[config.mk]
export PLATFORM = sky130hd
export DESIGN_NAME = ps2_ascii_decoder_flat
export DESIGN_NICKNAME = d
export VERILOG_FILES = /design/src/rtl/ps2_pkg.sv /design/src/rtl/ps2_ascii_decoder_if.sv /design/src/rtl/ps2_scan2ascii_rom.sv /design/src/rtl/ps2_ascii_decoder.sv /design/src/flat_wrapper.sv
export SDC_FILE = /design/constraint.sdc
export NUM_CORES = 1
export LEC_CHECK = 0
export ABC_AREA = 1
export CORE_ASPECT_RATIO = 0.9
export CORE_UTILIZATION = 60
export DETAILED_ROUTE_END_ITERATION = 16
export PLACE_DENSITY = 0.88
export SETUP_SLACK_MARGIN = 0.02
export SLEW_MARGIN = 0
export SYNTH_ARGS = -nofsm -noshare
export SYNTH_HDL_FRONTEND = slang
export SYNTH_HIERARCHICAL = 1
export SYNTH_SLANG_ARGS = --single-unit
[constraint.sdc]
create_clock -name CLOCK -period 3.2 [get_ports CLOCK]
set_input_delay 0.64 -clock CLOCK [delete_from_list [all_inputs] [get_ports CLOCK]]
set_output_delay 0.64 -clock CLOCK [all_outputs]
set_load 0.02 [all_outputs]
[src/rtl/ps2_pkg.sv]
// rtl/ps2_pkg.sv - shared constants and prefix FSM state type for the PS/2 set-2 to ASCII decoder
package ps2_pkg;

    localparam logic [7:0] PREFIX_EXT   = 8'hE0;
    localparam logic [7:0] PREFIX_BRK   = 8'hF0;
    localparam logic [7:0] CODE_SHIFT_L = 8'h12;
    localparam logic [7:0] CODE_SHIFT_R = 8'h59;
    localparam logic [7:0] CODE_CAPS    = 8'h58;

    typedef enum logic [1:0] {
        ST_IDLE    = 2'd0,
        ST_EXT     = 2'd1,
        ST_BRK     = 2'd2,
        ST_EXT_BRK = 2'd3
    } ps2_state_e;

endpackage

[src/rtl/ps2_ascii_decoder_if.sv]
// rtl/ps2_ascii_decoder_if.sv - scan byte input strobe and ASCII/modifier outputs of the decoder
interface ps2_ascii_decoder_if;
    logic       iTrig;
    logic [7:0] iData;
    logic       oTrig;
    logic [7:0] oData;
    logic       oShift;
    logic       oCaps;

    modport master (output iTrig, iData, input oTrig, oData, oShift, oCaps);
    modport slave  (input iTrig, iData, output oTrig, oData, oShift, oCaps);
endinterface

[src/rtl/ps2_scan2ascii_rom.sv]
// rtl/ps2_scan2ascii_rom.sv - combinational set-2 make code to US ASCII lookup with shift/caps
module ps2_scan2ascii_rom (
    input  logic [7:0] code_i,
    input  logic       shift_i,
    input  logic       caps_i,
    output logic [7:0] ascii_o,
    output logic       hit_o
);

    logic [7:0] letter;

    always_comb begin
        ascii_o = 8'h00;
        hit_o   = 1'b0;
        letter  = 8'h00;
        case (code_i)
            8'h1C: letter = "a";  8'h32: letter = "b";  8'h21: letter = "c";
            8'h23: letter = "d";  8'h24: letter = "e";  8'h2B: letter = "f";
            8'h34: letter = "g";  8'h33: letter = "h";  8'h43: letter = "i";
            8'h3B: letter = "j";  8'h42: letter = "k";  8'h4B: letter = "l";
            8'h3A: letter = "m";  8'h31: letter = "n";  8'h44: letter = "o";
            8'h4D: letter = "p";  8'h15: letter = "q";  8'h2D: letter = "r";
            8'h1B: letter = "s";  8'h2C: letter = "t";  8'h3C: letter = "u";
            8'h2A: letter = "v";  8'h1D: letter = "w";  8'h22: letter = "x";
            8'h35: letter = "y";  8'h1A: letter = "z";
            8'h16: begin hit_o = 1'b1; ascii_o = shift_i ? "!" : "1"; end
            8'h1E: begin hit_o = 1'b1; ascii_o = shift_i ? "@" : "2"; end
            8'h26: begin hit_o = 1'b1; ascii_o = shift_i ? "#" : "3"; end
            8'h25: begin hit_o = 1'b1; ascii_o = shift_i ? "$" : "4"; end
            8'h2E: begin hit_o = 1'b1; ascii_o = shift_i ? "%" : "5"; end
            8'h36: begin hit_o = 1'b1; ascii_o = shift_i ? "^" : "6"; end
            8'h3D: begin hit_o = 1'b1; ascii_o = shift_i ? "&" : "7"; end
            8'h3E: begin hit_o = 1'b1; ascii_o = shift_i ? "*" : "8"; end
            8'h46: begin hit_o = 1'b1; ascii_o = shift_i ? "(" : "9"; end
            8'h45: begin hit_o = 1'b1; ascii_o = shift_i ? ")" : "0"; end
            8'h29: begin hit_o = 1'b1; ascii_o = 8'h20; end
            8'h5A: begin hit_o = 1'b1; ascii_o = 8'h0D; end
            8'h66: begin hit_o = 1'b1; ascii_o = 8'h08; end
            default: ;
        endcase
        // Shift and caps cancel each other for letters only
        if (letter != 8'h00) begin
            hit_o   = 1'b1;
            ascii_o = (shift_i ^ caps_i) ? (letter - 8'h20) : letter;
        end
    end

endmodule

[src/rtl/ps2_ascii_decoder.sv]
// rtl/ps2_ascii_decoder.sv - PS/2 set-2 byte stream to ASCII decoder; caps lock enabled by PS2ASCII_CAPSLOCK_EN
module ps2_ascii_decoder
    import ps2_pkg::*;
(
    input  logic                CLOCK,
    input  logic                RESET,
    ps2_ascii_decoder_if.slave  bus
);

    ps2_state_e state_q, state_d;
    logic       sh_l_q, sh_l_d;
    logic       sh_r_q, sh_r_d;
    logic       caps_q, caps_d;
    logic       caps_held_q, caps_held_d;
    logic       hit_q, hit_d;
    logic [7:0] char_q, char_d;
    logic       otrig_q;
    logic [7:0] odata_q;
    logic [7:0] rom_ascii;
    logic       rom_hit;
    logic       is_prefix;

    ps2_scan2ascii_rom u_rom (
        .code_i  (bus.iData),
        .shift_i (sh_l_q | sh_r_q),
        .caps_i  (caps_q),
        .ascii_o (rom_ascii),
        .hit_o   (rom_hit)
    );

    assign is_prefix = (bus.iData == PREFIX_EXT) || (bus.iData == PREFIX_BRK);

    always_comb begin
        state_d     = state_q;
        sh_l_d      = sh_l_q;
        sh_r_d      = sh_r_q;
        caps_d      = caps_q;
        caps_held_d = caps_held_q;
        hit_d       = 1'b0;
        char_d      = char_q;
        if (bus.iTrig) begin
            case (state_q)
                ST_IDLE: begin
                    if (bus.iData == PREFIX_BRK)        state_d = ST_BRK;
                    else if (bus.iData == PREFIX_EXT)   state_d = ST_EXT;
                    else if (bus.iData == CODE_SHIFT_L) sh_l_d  = 1'b1;
                    else if (bus.iData == CODE_SHIFT_R) sh_r_d  = 1'b1;
                    else if (bus.iData == CODE_CAPS) begin
`ifdef PS2ASCII_CAPSLOCK_EN
                        if (!caps_held_q) begin
                            caps_d      = ~caps_q;
                            caps_held_d = 1'b1;
                        end
`endif
                    end else begin
                        hit_d  = rom_hit;
                        char_d = rom_ascii;
                    end
                end
                ST_EXT: begin
                    if (bus.iData == PREFIX_BRK)   state_d = ST_EXT_BRK;
                    else if (!is_prefix)           state_d = ST_IDLE;
                end
                ST_BRK: begin
                    if (!is_prefix) begin
                        state_d = ST_IDLE;
                        if (bus.iData == CODE_SHIFT_L) sh_l_d      = 1'b0;
                        if (bus.iData == CODE_SHIFT_R) sh_r_d      = 1'b0;
                        if (bus.iData == CODE_CAPS)    caps_held_d = 1'b0;
                    end
                end
                ST_EXT_BRK: begin
                    if (!is_prefix) state_d = ST_IDLE;
                end
                default: state_d = ST_IDLE;
            endcase
        end
    end

    always_ff @(posedge CLOCK) begin
        if (RESET) begin
            state_q     <= ST_IDLE;
            sh_l_q      <= 1'b0;
            sh_r_q      <= 1'b0;
            caps_q      <= 1'b0;
            caps_held_q <= 1'b0;
            hit_q       <= 1'b0;
            char_q      <= 8'h00;
            otrig_q     <= 1'b0;
            odata_q     <= 8'h00;
        end else begin
            state_q     <= state_d;
            sh_l_q      <= sh_l_d;
            sh_r_q      <= sh_r_d;
            caps_q      <= caps_d;
            caps_held_q <= caps_held_d;
            hit_q       <= hit_d;
            char_q      <= char_d;
            otrig_q     <= hit_q;
            if (hit_q) odata_q <= char_q;
        end
    end

    assign bus.oTrig  = otrig_q;
    assign bus.oData  = odata_q;
    assign bus.oShift = sh_l_q | sh_r_q;
    assign bus.oCaps  = caps_q;

endmodule

[src/flat_wrapper.sv]
// flat-port wrapper written by rule: the top's interface ports become plain ports
module ps2_ascii_decoder_flat import ps2_pkg::*;
  (CLOCK, RESET, bus_iTrig, bus_iData, bus_oTrig, bus_oData, bus_oShift, bus_oCaps);
  ps2_ascii_decoder_if bus_i ();
  input  logic CLOCK;
  input  logic RESET;
  input wire logic [$bits(bus_i.iTrig)-1:0] bus_iTrig;
  input wire logic [$bits(bus_i.iData)-1:0] bus_iData;
  output wire logic [$bits(bus_i.oTrig)-1:0] bus_oTrig;
  output wire logic [$bits(bus_i.oData)-1:0] bus_oData;
  output wire logic [$bits(bus_i.oShift)-1:0] bus_oShift;
  output wire logic [$bits(bus_i.oCaps)-1:0] bus_oCaps;
  assign bus_i.iTrig = bus_iTrig;
  assign bus_i.iData = bus_iData;
  assign bus_oTrig = bus_i.oTrig;
  assign bus_oData = bus_i.oData;
  assign bus_oShift = bus_i.oShift;
  assign bus_oCaps = bus_i.oCaps;
  ps2_ascii_decoder u_core (.CLOCK(CLOCK), .RESET(RESET), .bus(bus_i));
endmodule
==> flow_summary.yaml, run 1 <==
clocking:
  htreeDepth: 1
  root_buffer: "clkbuf_4"
  post_cts_resized: 0
  clockBufferDepth: 2
  numCtsBuffers: 3
  clock-sinks: 22
  cts_setup_buffers: 0
  cts.clk_slew.worst_paths_ns: 0.13
  clk-insertion-delay-late_ns: 0.32
  cts_tree: "built"
  postCtsHoldBufs: 0
drt:
  firstDrtPassIters: 4
  wl_per_cell_um: 11.57
  via_per_inst: 5.351
  vias: 2151
  drtAntennaViolNets: 0
  dr.first_iter.drc_count: 98
  drt-total-wl_mm: 4.650
  drc: 0
layout:
  post-route-util_pct: 72.31
  multi_input_area_um2: 1314
  n_fill_cell: 294
  diodes: 0
  seqCellArea_um2: 440.4
  drive_gt1_share_pct: 15.28
  area_delta_synth_final_pct: 13.32
  final_nets: 374
  stdcell_count: 402
global_route:
  grt_pass1_wl_mm: 8.128
  gr-usage-all-layers_pct: 28.14
  antenna_found_initial: 0
  overflow: 0
  grt_max_degree: 19
  grt_pass1_vias: 1929
synth:
  ys_ff_latch: 22
  synth.area.top_cells: "dfxtp_1 22%, nand2_1 20%, nor2_1 13%"
  synthCells: 339
  synthArstFlopShare_pct: 0
  avgSynthCellArea_um2: 5.817
  seq_area_frac_synth_pct: 22.34
  yosys.area.top_type_share_pct: 22.34
  synth_edf_count: 0
  netlist_area_um2: 1972
  yosysTopAreaCell: "dfxtp_1"
  synth_ff_type: "dfxtp_1"
  yosysWarnings: 6
  yosysUniqueCellTypes: 34
timing:
  fin_skew_ns: 0.01289
  relSlewSlack_pct: 65.80
  fin_crit_sh_pct: 84.02
  drv_slew: 0
  rsz0062_at_grt: "false"
  fmax_ghz: 0.3719
  tightestPinTransition_ns: 0.5124
  setup-tns-final_ns: 0
  layout_min_cycle_time_ns: 2.689
  setup_viol: 0
  hold_viol_final: 0
pwr:
  powerDensity_nw_per_um2: 294.0
  ir_drop_mv: 0.3292
  p_leak_uw: 0.001152
worst_setup_path:
  cp_cell_sequence: "clkdlybuf4s50_1 -> nand2_2 -> nor2_4 -> nand2_1 -> nand2_1 -> nor2_1 -> nand2_1 -> nor2_2 -> nand2_2 -> inv_2 -> ha_1 -> inv_1 -> nand2_1 -> nand2_1 -> inv_1 -> nand3_1 -> nand2_1 -> nor2_1"
  worst_setup_path_end_kind: "flip-flop"
  cp_top_family: "simple AND/OR/NAND/NOR gates"
  required_ns: 3.43
  crit_path_frequent_cell: "nand2_1"
  max_stage_delay_ns: 0.67
  crit_type: "in2reg"
  path_buf_inv: 4
  worstSetupStartpointType: "input pin"
  cpMaxStageDelayCell: "clkdlybuf4s50_1"
  arrival_ns: 2.92
  cp_max_fo: 13
die:
  initial_core_util_pct: 63.81
  die-area_um2: 3520
  io_pins: 22
  rows: 19
  die_y_um: 56.39
  die_x_um: 62.43
  core_region_area_um2: 3090
hold_path:
  holdCritPathClass: "reg2reg"
placed_design:
  gp_congestion: 0.9871
  port_buffers: 20
  dp_hpwl_mm: 3.739
  placedCellCount: 398
run_status:
  status: "complete, no violations"
flow_run:
  drv_cap: 0
[logic make-up (layout without fill, tap and decap cells)]
logic type / after synthesis / after routing / synth area share (%)
AND/OR/NAND/NOR: 234 / 234 / 54.00
buffers and inverters: 46 / 66 / 11.23
AO/OA/AOI/OAI: 33 / 33 / 10.53
flip-flops: 22 / 22 / 22.33
adder cells (fa/ha/maj): 2 / 2 / 1.269
other: 1 / 2 / 0.1902
XOR/XNOR: 1 / 1 / 0.4442
[synth_stat cells (all sizes together) (2+ instances only)]
master and count:
nor3b 2, nand2 114, nand3 20, o21ai 15, ha 2, inv 39
nand4 8, or2 2, nor3 3, dfxtp 22, nor2 85, a21oi 15
buf 4
[placed cells by master (no fill, tap or decap), types with 3 or more instances in the layout]
cell type / count
nand2_1: 103
nor2_1: 70
inv_1: 30
dfxtp_1: 22
clkdlybuf4s50_1: 20
nand3_1: 18
o21ai_0: 13
nor2_2: 11
inv_2: 9
a21oi_2: 9
nand2_2: 9
nand4_1: 8
a21oi_1: 6
clkbuf_4: 3
nor3_1: 3
[through the flow]
step / cell area [µm²] / hold slack [ns] / setup slack [ns] / power, µW
final: 2235 / 0.4743 / 0.5112 / 657.0
after global routing: 2235 / 0.4974 / 0.2379 / 688.0
after detailed placement: 2182 / 0.4552 / 0.1751 / 449.9
after CTS: 2235 / 0.4775 / 0.5223 / 657.8
after floorplan: 1976 / 0.4278 / 1.069 / 407.1
after global placement: 2182 / 0.4407 / 0.2353 / 444.2
[state kept, by name, indices dropped and copies added, names as in the netlist]
| name | count |
|---|---|
| u_core/sh_r_q | 1 |
| u_core/sh_l_q | 1 |
| u_core/bus.oTrig | 1 |
| u_core/state_q | 2 |
| u_core/bus.oData | 8 |
| u_core/hit_q | 1 |
| u_core/char_q | 8 |
[per-layer routing]
layer,global-route usage (%),up-vias,routed length [µm]
li1,-,1100,-
met1,35.65,961,2096
met2,47.98,79,2156
met3,6.301,11,306
met4,7.309,0,90
met5,0,-,0
[worst register-to-register path: stages, from the launching register on]
cell and delay, ns:
dfxtp_1 0.33, or2_2 0.37, xnor2_1 0.23, inv_1 0.07, ha_1 0.27, inv_1 0.03, nand2_1 0.05, nand2_1 0.04
inv_1 0.06, nand3_1 0.07, nand2_1 0.08, nor2_1 0.04
[power breakdown]
| group | internal (µW) | switching (µW) |
|---|---|---|
| clock network | 127 | 85.3 |
| logic | 57.7 | 92.0 |
| registers | 287 | 8.68 |
[layout make-up]
class	count	area share [%]
clock buffers	3	1.008
repair buffers	21	9.295
well taps	42	2.352
clock inverters	1	1.344
inverters	41	7.503
flip-flops and latches	22	19.71
multi-input cells	272	58.79
[final timing paths]
| path | to | depth (start not counted) | slack, ns | start |
|---|---|---|---|---|
| worst max-delay path | u_core/char_q[5] | 18 | 0.51 | bus_iData[5] |
| worst min-delay path | u_core/state_q[1] | 2 | 0.47 | u_core/state_q[1] |
| worst max register to register | u_core/char_q[5] | 11 | 1.49 | u_core/sh_r_q |
| worst min register to register | u_core/state_q[1] | 2 | 0.47 | u_core/state_q[1] |
(Power assumes the default switching activity.)
==> run 2, diff against run 1 <==
Settings changed: CORE_UTILIZATION 60 to 51, PLACE_DENSITY 0.88 to 0.8.
Clock period 3.2 ns to 2.4 ns, I/O delays scaled along.
==> run 2 against run 1 <==
Compared with the run above: flip-flop and latch count unchanged; largest power group unchanged; total power grew 36%; sequential share of layout area decreased by 2.9 points; largest cell class unchanged; critical path type unchanged; highest routed layer unchanged; sequential power increased by 33%; critical endpoint unchanged; register-to-register slack got worse by 0.84 ns; core utilization shrank 1.6 points.
==> flow_summary.yaml, run 2 (synthesis results as in run 1) <==
run_status:
  status: "complete, no violations"
global_route:
  antenna_found_initial: 0
  grtUsageMet2_pct: 43.99
  overflow: 0
  gr-usage-all-layers_pct: 24.99
  grt_pass1_wl_mm: 7.907
  grt-busiest-layer: "met2"
  grtUsageMet3_pct: 4.699
  use_met1_pct: 31.47
  grt_pass1_vias: 1941
  grt_max_degree: 19
timing:
  rsz0062_at_grt: "false"
  fin_crit_sh_pct: 90.90
  fmax_ghz: 0.4584
  drv_slew: 0
  relSlewSlack_pct: 33.97
  setup_viol: 0
  hold_viol_final: 0
  fin_skew_ns: 0.005229
  layout_min_cycle_time_ns: 2.182
  tightestPinTransition_ns: 0.9903
hold_path:
  holdCritPathClass: "reg2reg"
clocking:
  clockBufferDepth: 2
  root_buffer: "clkbuf_8"
  htreeDepth: 1
  numCtsBuffers: 3
  cts_tree: "built"
  clock-sinks: 22
  postCtsHoldBufs: 0
  clk-insertion-delay-late_ns: 0.26
  cts.clk_slew.worst_paths_ns: 0.08
drt:
  via_per_inst: 5.119
  drtAntennaViolNets: 0
  drt-total-wl_mm: 5.044
  wl_per_cell_um: 11.31
  firstDrtPassIters: 5
  dr.first_iter.drc_count: 112
  vias: 2283
  drc: 0
worst_setup_path:
  arrival_ns: 2.34
  cpMaxStageDelayCell: "dlygate4sd2_1"
  reg2reg_to: "u_core/char_q[5]"
  worst_setup_path_end_kind: "flip-flop"
  r2r_start: "u_core/sh_r_q"
  max_stage_delay_ns: 0.30
  cp_max_fo: 5
  cp_cell_sequence: "dlygate4sd2_1 -> buf_4 -> nor2_1 -> nand2_1 -> a21oi_4 -> nor2_1 -> nand2_1 -> nor2_2 -> nand2_2 -> inv_2 -> ha_1 -> inv_1 -> nand2_1 -> nand2_1 -> inv_1 -> nand3_1 -> nand2_1 -> nor2_1"
  worstSetupStartpointType: "input pin"
  crit_start: "bus_iData[2]"
  r2r_slack_ns: 0.65
  crit_path_end: "u_core/char_q[5]"
  crit_path_frequent_cell: "nand2_1"
  crit_type: "in2reg"
  required_ns: 2.56
  worstRegToRegCells: 11
pwr:
  ir_drop_mv: 0.2386
  p_leak_uw: 0.001410
  powerDensity_nw_per_um2: 341.3
  power_uw: 893.8
placed_design:
  placedCellCount: 440
  port_buffers: 20
  dp_hpwl_mm: 3.840
  gp_congestion: 0.9502
layout:
  final_nets: 414
  diodes: 0
  stdcell_count: 446
  final_common_cell: "nand2_1"
  drive_gt1_share_pct: 26.25
  area_delta_synth_final_pct: 32.80
  final_cell_mix: "100 x nand2_1, 65 x nor2_1, 40 x buf_4"
die:
  initial_core_util_pct: 53.23
  core_region_area_um2: 3705
  rows: 21
  io_pins: 22
  die_x_um: 67.55
  die-area_um2: 4120
  die_y_um: 60.99
flow_run:
  drv_cap: 0
## run 2: per-layer routing
metal | routed length, µm | vias up
li1 | - | 1175
met3 | 243 | 8
met4 | 74 | 0
met1 | 2282 | 1029
met2 | 2443 | 71
met5 | 0 | -
## run 2: repair_timing
action / in CTS / in global routing
gates cloned: 1 / 0
buffers inserted: 0 / 1
pin swaps: 1 / 5
gates resized for setup: 7 / 20
setup endpoints to repair: 1 / 9
## run 2: worst min-delay path by stage
| stage | start | to | slack (ns) | depth (start not counted) |
|---|---|---|---|---|
| after CTS | u_core/sh_l_q | u_core/sh_l_q | 0.47 | 2 |
| after global routing | u_core/state_q[1] | u_core/state_q[1] | 0.51 | 2 |
| final | u_core/sh_l_q | u_core/sh_l_q | 0.47 | 2 |
| after detailed placement | u_core/sh_l_q | u_core/sh_l_q | 0.45 | 2 |
| after global placement | u_core/sh_l_q | u_core/sh_l_q | 0.44 | 2 |
| after floorplan | u_core/sh_l_q | u_core/sh_l_q | 0.43 | 2 |
## run 2: metrics by stage
stage	setup WS [ns]	hold WS [ns]	setup TNS, ns	area, µm²	util [%]
3_5_place_dp	-0.3230	0.4535	-1.299	2472	66.73
4_1_cts	0.03101	0.4656	0	2546	68.73
5_1_grt	0.05161	0.5110	0	2619	70.69
6_report	0.2184	0.4652	0	2619	70.69
2_1_floorplan	0.4290	0.4278	0	1976	-
3_3_place_gp	-0.3032	0.4404	-1.024	2472	66.73
## run 2: cell type report
class	count	area [µm²]
clock buffers	4	55.05
fillers	318	1086
inverters	41	170.2
multi-input cells	273	1383
flip-flops and latches	22	440.4
well taps	46	57.56
repair buffers	60	513.0
## run 2: critical path, delay by kind of cell
family | cells | cell delay [ns]
buffers and inverters | 5 | 0.59
and+or+nand+nor | 11 | 0.80
adders and majority gates | 1 | 0.26
AOI/OAI and AO/OA | 1 | 0.19
## run 2: power by group
part / total (µW) / internal, µW / switching (µW)
clock: 260 / 146 / 114
combinational: 240 / 104 / 136
sequential: 393 / 382 / 11.7
==> edit 1 (settings of run 2) <==
The 4 states of `ps2_state_e` get a one-hot encoding in 4 bits.
--- a/src/rtl/ps2_pkg.sv
+++ b/src/rtl/ps2_pkg.sv
@@ -9,7 +9,7 @@
 
-    typedef enum logic [1:0] {
-        ST_IDLE    = 2'd0,
-        ST_EXT     = 2'd1,
-        ST_BRK     = 2'd2,
-        ST_EXT_BRK = 2'd3
+    typedef enum logic [3:0] {
+        ST_IDLE    = 4'b0001,
+        ST_EXT     = 4'b0010,
+        ST_BRK     = 4'b0100,
+        ST_EXT_BRK = 4'b1000
     } ps2_state_e;
Check against the original RTL: same outputs for any inputs over 4 cycles, from zero or initial values and one cycle with RESET high; so few cycles prove little.
==> edit 1 against run 2 <==
  * Setup slack better by 10 ps
  * Sequential share of layout area is 0.76 points higher
  * Cell area is 4.4% higher
  * Critical path depth stayed put
  * Sequential cell count is 2 higher
  * Global-route usage is 1.7 points higher
  * Non-clock buffer count is 3 lower
  * Clock skew is 2.1 ps lower
  * Critical endpoint unchanged
  * Power is 18% higher
  * Critical path type unchanged
  * Synthesized area is 5.1% higher
  * Synthesized cell count is 9.1% higher
  * Worst hold slack better by 21 ps
  * Routed wire length is 14% higher
==> edit 1: results (changes against run 2) <==
post-synth cell types=30 (-12%); layout cells sized above 1=21.6% (-4.6 points); GR Util All Layers=26.7% (+1.7 points); Setup Slack @ Placement=-304 ps (+18.7 ps); CP delay by family, top=simple AND/OR/NAND/NOR gates; Worst VDD drop=0.000371 V (+55%); clock-pin transition on the worst setup and hold timing paths=80 ps (about the same); Slew HR=65.8% (+32 points); Crit. Startpoint=bus_iData[2]; drt wl/cell=12.1 um (+6.9%); post-detail-place hpwl=4.36 mm (+14%); skew final=3.13 ps (-2.10 ps); status=finished clean; drt first-iter violations=129 (+15%); Synth top cells by count=nand2_1, nor2_1, inv_1; largest net degree at the start of global routing=20 (+1); H-tree depth=1 (unchanged); largest cells by area after synthesis=dfxtp_1, nand2_1, nor2_1, inv_1, nand3_1; Final nets=444 (+7.2%); routability cong.=0.920 (-3.2%); Lkg Pwr=1.49 nW (+5.7%); r2r startpoint=u_core/sh_r_q$_SDFFE_PP0P_; period utilization=90.5% (-0.43 points); HP Start=u_core/char_q[4]$_SDFFE_PP0P_; worst min-delay path class=reg -> reg; Worst Path Max Fanout=5 (unchanged); register area share after synthesis=23.2% (+0.84 points); vias in the first global route=2,273 (+17%); Yosys warning total=6 (unchanged); first-pass GRT wire length=9.63 mm (+22%); Via-to-Cell Ratio=5.16 (+0.80%); Slowest-stage cell, CP=dlygate4sd2_1; Max stage delay on crit path=300 ps (about the same)
[edit 1: stage by stage]
step | hold slack (ps) | area (um^2) | cells | setup TNS (ps)
after floorplan | 456 | 2080 | 371 | 0
after global placement | 470 | 2590 | 471 | -541
after detailed placement | 474 | 2590 | 471 | -608
after CTS | 488 | 2670 | 476 | 0
after global routing | 506 | 2730 | 476 | 0
final | 486 | 2730 | 476 | 0
[edit 1: per-layer routing]
layer	vias to the layer above	part of all wire (%)	track usage, %
li1	1272	-	-
met1	1107	48	37.2
met2	71	46	44.5
met3	6	5.2	3.55
met4	0	0.90	4.08
met5	-	0	0
[edit 1: cell families after synthesis]
logic type,synth area share [%]
DFF,23.2
other,0.181
buffers and inverters,9.90
and+or+nand+nor,58.9
AOI/OAI and AO/OA,6.22
adders and majority gates,1.21
xor gates and xnor gates,0.423
[edit 1: report_power, final]
| part | switching [W] | internal [W] |
|---|---|---|
| Sequential | 0.0000135 | 0.000419 |
| Clock | 0.000125 | 0.000223 |
| Combinational | 0.000168 | 0.000109 |
| Total | 0.000306 | 0.000751 |
[edit 1: what timing repair did]
item | 4_1_cts | 5_1_grt
endpoints found under the hold margin | 0 | 0
pin swaps | 1 | 4
setup endpoints to repair | 1 | 4
cloned | 1 | 0
gates resized for setup | 2 | 22
[edit 1: path summary, 6_finish.rpt]
kind / endpoint / slack, ps / cells after the start
worst max-delay path: u_core/char_q[5]$_SDFFE_PP0P_ / 230 / 18
worst min-delay path: u_core/bus.oData[4]$_SDFFE_PP0P_ / 490 / 2
worst max register to register: u_core/char_q[5]$_SDFFE_PP0P_ / 760 / 12
worst min register to register: u_core/bus.oData[4]$_SDFFE_PP0P_ / 490 / 2
[edit 1: worst reg2reg max path, delay by kind of cell (launching register included)]
family | cells | cell delay [ps]
and+or+nand+nor | 6 | 480
adders and majority gates | 1 | 270
xor gates and xnor gates | 1 | 260
DFF | 1 | 300
buffers and inverters | 4 | 220
[edit 1: layout make-up]
| cell class | instances | area (um^2) |
|---|---|---|
| Tap cell | 46 | 57.6 |
| Timing Repair Buffer | 57 | 494 |
| Clock buffer | 3 | 41.3 |
| Fill cell | 327 | 1080 |
| Sequential cell | 24 | 480 |
| Inverter | 48 | 183 |
| Clock inverter | 1 | 30.0 |
| Multi-Input combinational cell | 297 | 1450 |
==> edit 2 (config.mk and constraints of run 2) <==
Made on the original files. Add a define of `PS2ASCII_CAPSLOCK_EN`.
--- a/src/rtl/ps2_ascii_decoder.sv
+++ b/src/rtl/ps2_ascii_decoder.sv
@@ -1,2 +1,4 @@
 // rtl/ps2_ascii_decoder.sv - PS/2 set-2 byte stream to ASCII decoder; caps lock enabled by PS2ASCII_CAPSLOCK_EN
+`define PS2ASCII_CAPSLOCK_EN
+
 module ps2_ascii_decoder
Behaviour: not the same (a bounded check fails within 4 cycles, from zero or initial values and one cycle with RESET high).
==> edit 2 against run 2 <==
  * Worst hold slack better by 23 ps
  * Sequential power up 7.1%
  * Critical path depth down 1
  * Power up 11%
  * Routed wire length up 12%
  * First-iteration DRC count up 100%
  * Cell area up 2.9%
  * Sequential cell count up 2
  * Combinational power down 8%
  * Non-clock buffer count up 4
  * Setup slack better by 120 ps
  * Synthesized area down 0.89%
  * Largest cell class unchanged
==> edit 2: results (changes against run 2) <==
status=finished clean; Crit. Startpoint=bus_iData[4]; Post-Layout Cell Count=459 (+2.9%); Reg area=480 um^2 (+9.1%); post-detail-place hpwl=4.08 mm (+6.2%); Placed Cells=451 (+2.5%); filler cell count=272 (-14%); r2r setup slk=670 ps (+20 ps); placed cell area=0.00252 mm^2 (+1.9%); Final nets=429 (+3.6%); Power Density=368 mW/mm^2 (+7.8%); Critical Path AT=2270 ps (-70 ps); met1 wire length=2.51 mm (+9.9%); Slowest-stage cell, CP=ha_1; HP Start=u_core/char_q[2]$_SDFFE_PP0P_; Synth top cells by count=nand2_1, nor2_1, inv_1; post-synth cell types=26 (-24%); largest net degree at the start of global routing=22 (+3); vias after detailed routing=2,435 (+6.7%); GRT met2 Usage=48.9% (+4.9 points); TritonRoute pass-1 iters=6 (+1); routability cong.=0.977 (+2.9%); fin crit period=2060 ps (-120 ps); switching share of power=26.7% (-2.6 points); met2 wire len=2.62 mm (+7.2%)
[edit 2: changes by cell type in the layout (fill, tap and decap cells not counted), sizes merged, moves of 2 or more]
cell / before / now
a21oi: 15 / 9
buf: 40 / 43
conb: 2 / 0
dfxtp: 22 / 24
dlygate4sd2: 2 / 0
dlymetal6s2s: 6 / 8
inv: 39 / 41
nand2: 114 / 111
nor2: 86 / 97
nor3: 3 / 10
[edit 2: worst min-delay path by stage]
| stage | to | slack (ps) |
|---|---|---|
| after floorplan | u_core/char_q[0]$_SDFFE_PP0P_ | 460 |
| after global placement | u_core/char_q[0]$_SDFFE_PP0P_ | 470 |
| after detailed placement | u_core/char_q[0]$_SDFFE_PP0P_ | 480 |
| after CTS | u_core/char_q[2]$_SDFFE_PP0P_ | 490 |
| after global routing | u_core/bus.oData[6]$_SDFFE_PP0P_ | 520 |
| final | u_core/char_q[2]$_SDFFE_PP0P_ | 490 |
[edit 2: area by class of cell]
class,instances,share of cell area [%]
Clock inverter,1,1.11
Inverter,43,5.99
Multi-Input combinational cell,280,51.0
Timing Repair Buffer,64,20.5
Sequential cell,24,17.8
Clock buffer,3,1.53
Tap cell,44,2.04
[edit 2: logic make-up (layout without fill, tap and decap cells)]
logic type | after synthesis | in the layout | synth area share (%)
flip-flops | 24 | 24 | 24.6
AO/OA/AOI/OAI | 26 | 26 | 7.43
AND/OR/NAND/NOR | 249 | 251 | 57.6
XOR/XNOR | 1 | 1 | 0.448
buffers and inverters | 45 | 111 | 8.71
adder cells (fa/ha/maj) | 2 | 2 | 1.28
[edit 2: worst min-delay path, delay by kind of cell (launching register included)]
kind             cells  cell delay [ps]
DFF                  1              320
and+or+nand+nor      2              140
[edit 2: timing repair]
action	in CTS	in global routing
buffers inserted	0	2
resized for setup	4	24
gates cloned	1	1
pin swaps	2	7
setup endpoints to repair	1	5
